$ cat src/rtl/alu_arb_seq.sv
`default_nettype none
// ============================================================================
// Module      : alu_arb_seq
// Description : Round-robin arbiter and bit-serial sequencer for a shared
//               1-bit logic unit (AND/OR/NAND/NOR). Two requesters submit
//               WIDTH-bit operand pairs; the granted operation is evaluated
//               one bit per cycle, LSB first, and the assembled result is
//               returned on a valid/ready response port tagged with the
//               requester ID.
//               Optional feature macro: ALU_ARB_ZERO_FLAG_EN adds the
//               registered rsp_zero output (rsp_res == 0).
// Revision    : 1.0 - initial release
// ============================================================================
module alu_arb_seq #(
    parameter int WIDTH = 8
) (
    input  logic             clk,
    input  logic             rst_n,
    input  logic             req0_valid,
    output logic             req0_ready,
    input  logic [WIDTH-1:0] req0_a,
    input  logic [WIDTH-1:0] req0_b,
    input  logic [1:0]       req0_op,
    input  logic             req1_valid,
    output logic             req1_ready,
    input  logic [WIDTH-1:0] req1_a,
    input  logic [WIDTH-1:0] req1_b,
    input  logic [1:0]       req1_op,
    output logic             rsp_valid,
    input  logic             rsp_ready,
    output logic [WIDTH-1:0] rsp_res,
    output logic             rsp_id,
    output logic             busy
`ifdef ALU_ARB_ZERO_FLAG_EN
    ,
    output logic             rsp_zero
`endif
);

    localparam int              c_CW   = (WIDTH > 1) ? $clog2(WIDTH) : 1;
    localparam logic [c_CW-1:0] c_LAST = c_CW'(WIDTH - 1);

    localparam logic [1:0] c_OP_AND  = 2'b00;
    localparam logic [1:0] c_OP_OR   = 2'b01;
    localparam logic [1:0] c_OP_NAND = 2'b10;

    typedef enum logic [1:0] {
        ST_IDLE = 2'd0,
        ST_RUN  = 2'd1,
        ST_DONE = 2'd2
    } state_t;

    state_t           r_state;
    state_t           w_state_nxt;

    logic             r_rr;
    logic [WIDTH-1:0] r_a;
    logic [WIDTH-1:0] r_b;
    logic [1:0]       r_op;
    logic             r_id;
    logic [c_CW-1:0]  r_cnt;
    logic [WIDTH-1:0] r_res;

    logic             w_grant0;
    logic             w_grant1;
    logic             w_accept;
    logic             w_accept_id;
    logic             w_bit;
    logic [WIDTH-1:0] w_res_nxt;
    logic             w_last;

    // Grant selection: a lone requester wins, otherwise the rr pointer decides
    always_comb begin
        w_grant0 = req0_valid & (~req1_valid | ~r_rr);
        w_grant1 = req1_valid & (~req0_valid |  r_rr);
    end

    // State register
    always_ff @(posedge clk or negedge rst_n) begin
        if (!rst_n) begin
            r_state <= ST_IDLE;
        end else begin
            r_state <= w_state_nxt;
        end
    end

    // Next-state and handshake outputs; ready is also held low while reset is asserted
    always_comb begin
        w_state_nxt = r_state;
        req0_ready  = 1'b0;
        req1_ready  = 1'b0;
        w_accept    = 1'b0;
        w_accept_id = 1'b0;
        case (r_state)
            ST_IDLE: begin
                req0_ready = w_grant0 & rst_n;
                req1_ready = w_grant1 & rst_n;
                if (w_grant0 | w_grant1) begin
                    w_accept    = 1'b1;
                    w_accept_id = w_grant1;
                    w_state_nxt = ST_RUN;
                end
            end
            ST_RUN: begin
                if (w_last) begin
                    w_state_nxt = ST_DONE;
                end
            end
            ST_DONE: begin
                if (rsp_ready) begin
                    w_state_nxt = ST_IDLE;
                end
            end
            default: begin
                w_state_nxt = ST_IDLE;
            end
        endcase
    end

    // One result bit from the captured operands at the current bit position
    always_comb begin
        case (r_op)
            c_OP_AND:  w_bit =   r_a[r_cnt] & r_b[r_cnt];
            c_OP_OR:   w_bit =   r_a[r_cnt] | r_b[r_cnt];
            c_OP_NAND: w_bit = ~(r_a[r_cnt] & r_b[r_cnt]);
            default:   w_bit = ~(r_a[r_cnt] | r_b[r_cnt]);
        endcase
        w_res_nxt        = r_res;
        w_res_nxt[r_cnt] = w_bit;
        w_last           = (r_cnt == c_LAST);
    end

    // Operand capture on accept, then serial result assembly during RUN
    always_ff @(posedge clk or negedge rst_n) begin
        if (!rst_n) begin
            r_rr  <= 1'b0;
            r_a   <= '0;
            r_b   <= '0;
            r_op  <= 2'b00;
            r_id  <= 1'b0;
            r_cnt <= '0;
            r_res <= '0;
        end else if (w_accept) begin
            r_a   <= w_accept_id ? req1_a  : req0_a;
            r_b   <= w_accept_id ? req1_b  : req0_b;
            r_op  <= w_accept_id ? req1_op : req0_op;
            r_id  <= w_accept_id;
            r_rr  <= ~w_accept_id;
            r_cnt <= '0;
            r_res <= '0;
        end else if (r_state == ST_RUN) begin
            r_res <= w_res_nxt;
            r_cnt <= w_last ? '0 : r_cnt + 1'b1;
        end
    end

`ifdef ALU_ARB_ZERO_FLAG_EN
    logic r_zero;

    // Zero flag is registered alongside the final result bit
    always_ff @(posedge clk or negedge rst_n) begin
        if (!rst_n) begin
            r_zero <= 1'b0;
        end else if (r_state == ST_RUN && w_last) begin
            r_zero <= (w_res_nxt == '0);
        end
    end

    assign rsp_zero = r_zero;
`endif

    assign rsp_valid = (r_state == ST_DONE);
    assign busy      = (r_state != ST_IDLE);
    assign rsp_res   = r_res;
    assign rsp_id    = r_id;

endmodule
`default_nettype wire

$ cat config.mk
export PLATFORM = sky130hd
export DESIGN_NAME = alu_arb_seq
export DESIGN_NICKNAME = d
export VERILOG_FILES = /design/src/rtl/alu_arb_seq.sv
export SDC_FILE = /design/constraint.sdc
export NUM_CORES = 1
export LEC_CHECK = 0
export BUFFER_PORTS_ARGS = -buffer_cell sky130_fd_sc_hd__clkbuf_2
export CAP_MARGIN = 0
export CORE_MARGIN = 1.5
export CORE_UTILIZATION = 53
export CTS_CLUSTER_DIAMETER = 150
export DETAILED_ROUTE_END_ITERATION = 10
export GPL_ROUTABILITY_DRIVEN = 0
export PLACE_DENSITY = 0.84
export SYNTH_ARGS = -nofsm -noshare
export SYNTH_HDL_FRONTEND = slang
export SYNTH_SLANG_ARGS = --single-unit
$ cat constraint.sdc
create_clock -name clk -period 4.7 [get_ports clk]
set_clock_uncertainty 0.15 [all_clocks]
set_input_delay 0.47 -clock clk [delete_from_list [all_inputs] [get_ports clk]]
set_output_delay 0.47 -clock clk [all_outputs]
set_load 0.02 [all_outputs]
Yosys cells after proc, flatten, opt, wreduce, memory -nomap -nowiden
Index checks and enable logic that the tools add are counted.
- add/sub/neg operators: 1
- order comparisons: 2
- eq/ne operators: 8
- mux-type cells: 26
- bitwise operators: 15
- reductions and logical operators: 6
- operators by type and width (operator ; count):
    8-bit 2-to-1 mux ; 4
    1-bit 2-to-1 mux ; 9
    3-bit 2-to-1 mux ; 3
    8-bit bitwise mux ; 1
    2-bit 2-to-1 mux ; 4
    1-bit binary-select mux with 3-bit select ; 2
    1-bit inverter ; 6
    2-bit one-hot mux with 3 select lines ; 1
    1-bit AND ; 5
    2-bit by 1-bit equality test with 1-bit output (second input constant) ; 2
    2-bit equality test (second input constant) ; 2
    2-bit zero test ; 2
    3-bit by 4-bit less-than comparator with 1-bit output (second input constant) ; 1
    2-bit != test (second input constant) ; 2
    1-bit OR ; 4
    2-bit nonzero test ; 2
    3-bit by 1-bit adder with 3-bit output (second input constant) ; 1
    1-bit demux with 3-bit select ; 1
    3-bit equality test (second input constant) ; 1
    3-bit by 1-bit greater-or-equal comparator with 1-bit output (second input constant) ; 1
    1-bit one-hot mux with 3 select lines ; 1
    3-bit AND reduction ; 1
    2-bit by 1-bit != test with 1-bit output (second input constant) ; 1
    1-bit logical AND ; 1
- register bits: 33
- logic and storage cells: 66

Longest topological paths before layout
- depth in word-level cells: 8
- mapped depth: 6
- gate-level depth less buffers: 5

Worst setup path after synthesis
Ideal clock, no wire load.
- kind: register -> register
- from: register r_cnt[1]
- to: register r_res[7] (netlist: rsp_res[7])
- library setup time: 0.128 ns
- arrival time: 1.952 ns
- slack: 2.470 ns
- cell stages (with the launch flop): 7
- buffers on the path: 1
- cells stage by stage: dfrtp_1 buf_2 mux4_2 mux2_2 maj3_2 xnor2_4 a21oi_1
- cells in the longest elaborated chain, start to end: 8
- elaborated cells between the ends (all ways): 17
- those cells by class: 2 x order compare; 10 x mux; 4 x bitwise; 1 x reduce/logical
- ends and longest elaborated chain (element ; RTL line ; text):
    start: declaration ; 61 ; logic [c_CW-1:0] r_cnt;
    start signal: assignment ; 153 ; r_cnt <= w_last ? '0 : r_cnt + 1'b1;
    1-bit binary-select mux with 3-bit select ; n/a ;
    1-bit 2-to-1 mux (not written as such) ; n/a ;
    1-bit OR or 1-bit AND (tied branches) ; n/a ;
    1-bit inverter, on equally long branches ; 126, 125 ;
    1-bit one-hot mux with 3 select lines ; 122 ; case (r_op)
    8-bit bitwise mux (*) ; 129 ; w_res_nxt[r_cnt] = w_bit;
    8-bit 2-to-1 mux (*) ; 151 ; end else if (r_state == ST_RUN) begin
    8-bit 2-to-1 mux (*) ; 143 ; end else if (w_accept) begin
    end signal: assignment ; 152 ; r_res <= w_res_nxt;
    end: declaration ; 62 ; logic [WIDTH-1:0] r_res;
Every way passes the cells marked *; elsewhere a longest branch is shown, timed or not. The select of a mux whose other input is x is not followed.
A chain may end at the register's enable or synchronous reset.

Worst setup path in the final report
- from: register r_cnt[1]
- to: register r_res[0] (netlist: rsp_res[0])
The elaborated chain is that of the path after synthesis.

==> results.yml <==
cells_and_area:
  drive_gt1_share_pct: 32.4
  layout.cells.most_common_list: "53 x sky130_fd_sc_hd__clkbuf_2, 33 x sky130_fd_sc_hd__dfrtp_1, 25 x sky130_fd_sc_hd__nand2_1, 19 x sky130_fd_sc_hd__o21ai_0, 18 x sky130_fd_sc_hd__o22ai_1"
  finish.instance_area_mm2: 0.00197
  areaGrowthSynthToFinish_pct: 23.9
  post-route-util_pct: 70.3
  most_common_cell_after_layout_fill_and_taps_aside: "sky130_fd_sc_hd__clkbuf_2"
  final_cells: 253
  n_antenna_cell: 0
  final_net_count: 264
outcome:
  violations_in_the_final_reports: "DRC"
  outcome: "finished with violations"
synth:
  synth.yosys.seq_area_share_pct: 51.8
  postSynthNetCount: 210
  synth_cell_types: 23
  ys_warn_count: 0
  post_synth_instance_area_mm2: 0.00159
  ys_ff_latch: 33
  syn-instance-count: 167
  synthesis.area_per_instance_um2: 9.54
place:
  place.detailed.instances: 245
  place_ws_ns: 2.29
  placement.io_buffers: 53
  detail_placement_hpwl_mm: 2.60
  placement.cell_area_mm2: 0.00189
clocking:
  cts-resized-gates: 0
  cts-htree-levels: 2
  clock_latency_ns: 0.33
  numClockSinks: 33
  inserted_clock_buffers: 5
  clock-root-buffer: "sky130_fd_sc_hd__clkbuf_4"
  post_cts_buffers: 0
  ctsHoldBuffers: 0
  path_clk_slew_ns: 0.10
  cts_tree: "built"
  clock_tree.buffer_depth: 2
setup_path:
  worst_setup_path_startpoint: "r_cnt[1]"
  worst_ep_required_time_ns: 4.75
  r2r_start: "r_cnt[1]"
  worst-setup-path-type: "reg2reg"
  crit_path_max_fanout: 11
  endpoint_kind: "flip-flop"
  worst_ep_arrival_time_ns: 2.48
  timing.critical_path.from_type: "flip-flop"
global_routing:
  grt_use_total_pct: 23.8
  grt_remaining_overflow: 0
  grt_pass1_vias: 1425
  antenna_violations_before_repair: 0
  grt_first_pass_wirelength_mm: 5.99
  grt_start_max_net_pins: 47
floorplanning:
  num_io_pins: 54
  initial_utilization_pct: 56.8
  std_cell_rows: 19
  fp.dieArea_mm2: 0.00334
  die_w_um: 57.8
  core_mm2: 0.00281
  dieHeight_um: 57.8
run:
  max-cap-violations: 0
sta:
  final_max_slew_viol_count: 0
  worst_slew_pin_tran_ns: 0.832
  setup_total_negative_slack_ns: 0
  period_share_pct: 51.7
  timing.final.hold_violations: 0
  maxClockFrequency_ghz: 0.412
  finalWorstPathRequiredPeriod_ns: 2.43
  setup_slack_after_layout_ns: 2.27
  setup_repair_after_global_routing_missed_its_margin: "false"
  slew_headroom_pct: 44.6
  number_of_setup_violations_in_the_final_report: 0
pwr:
  peakVddDrop_v: 0.000318
  leakagePower_nw: 0.970
  powerDensity_mw_per_mm2: 657
routing:
  number_of_optimization_iterations_in_the_first_detailed_route_pass: 8
  routed_wire_length_per_instance_um: 13.7
  drt-vias-per-instance: 5.64
  drtIter0Drc: 40
  vias: 1428
  drc: 2
  routed_wirelength_mm: 3.47
  drtAntennaViolNets: 0
min_path:
  timing.hold.worst.class: "in2async"
==> state kept, by name, indices dropped and copies added (netlist names) <==
register,flops
r_op,2
rsp_id,1
r_cnt,3
r_b,8
r_a,8
r_state,2
r_rr,1
rsp_res,8
==> per-layer routing <==
layer	track usage [%]	part of all wire (%)
met5	0	0
met4	6.64	0.78
met3	8.93	4.4
met2	41.7	52
met1	27.3	42
==> power by group <==
group	total (mW)	internal (mW)	switching, mW
Sequential	0.513	0.410	0.103
Combinational	0.565	0.252	0.313
Clock	0.218	0.127	0.0912
Total	1.30	0.789	0.507
==> per-stage QoR <==
| step | power, mW | hold slack [ns] |
|---|---|---|
| after floorplan | 0.928 | 0.0244 |
| after global placement | 1.05 | 0.311 |
| after detailed placement | 1.09 | 0.316 |
| after CTS | 1.30 | 0.0870 |
| after global routing | 1.40 | 0.112 |
| final | 1.30 | 0.0721 |
==> path summary, 6_finish.rpt <==
kind                              end  slack [ns]  cells past startpoint
max                        rsp_res[0]        2.27                      5
max reg2reg                rsp_res[0]        2.27                      5
min reg2reg                    rsp_id        0.34                      1
min in group clk           r_state[1]        0.17                      2
max in group asynchronous  rsp_res[0]        3.81                      1
min                        rsp_res[4]        0.07                      1
==> cell type report <==
| class | instances | area, µm² |
|---|---|---|
| Fill cell | 217 | 832 |
| Sequential cell | 33 | 826 |
| Multi-Input combinational cell | 121 | 721 |
| Timing Repair Buffer | 56 | 288 |
| Clock buffer | 7 | 55.1 |
| Tap cell | 31 | 38.8 |
| Clock inverter | 1 | 30.0 |
| Inverter | 4 | 15.0 |
==> cell usage after synthesis (all sizes together) <==
cell	count	area, µm²
dfrtp	33	826
o21ai	29	145
nand2	25	93.8
o22ai	18	113
nor2	14	52.6
a21oi	12	60.1
clkbuf	8	30.0
inv	4	15.0
mux4	4	90.1
nand3	3	15.0
nor3	3	15.0
ha	2	25.0
mux2	2	22.5
nand2b	2	12.5
a21o	1	7.51
and2	1	6.26
buf	1	5.00
maj3	1	11.3
nor2b	1	6.26
o31ai	1	7.51
or3	1	6.26
xnor2	1	27.5
==> cell families after synthesis <==
| kind of cell | share of synthesized area [%] |
|---|---|
| AO/OA/AOI/OAI | 20.9 |
| XOR/XNOR | 1.73 |
| adder cells (fa/ha/maj) | 2.28 |
| buffers and inverters | 3.14 |
| flip-flops | 51.8 |
| multiplexers | 7.07 |
| AND/OR/NAND/NOR | 13.0 |
==> worst max-delay path, stage by stage, from the launching register on <==
cell                      delay, ns
sky130_fd_sc_hd__dfrtp_1       0.61
sky130_fd_sc_hd__mux4_2        0.55
sky130_fd_sc_hd__mux2_2        0.28
sky130_fd_sc_hd__maj3_2        0.35
sky130_fd_sc_hd__xnor2_4       0.25
sky130_fd_sc_hd__a21oi_1       0.11
Power figures use the tool's default switching activity.
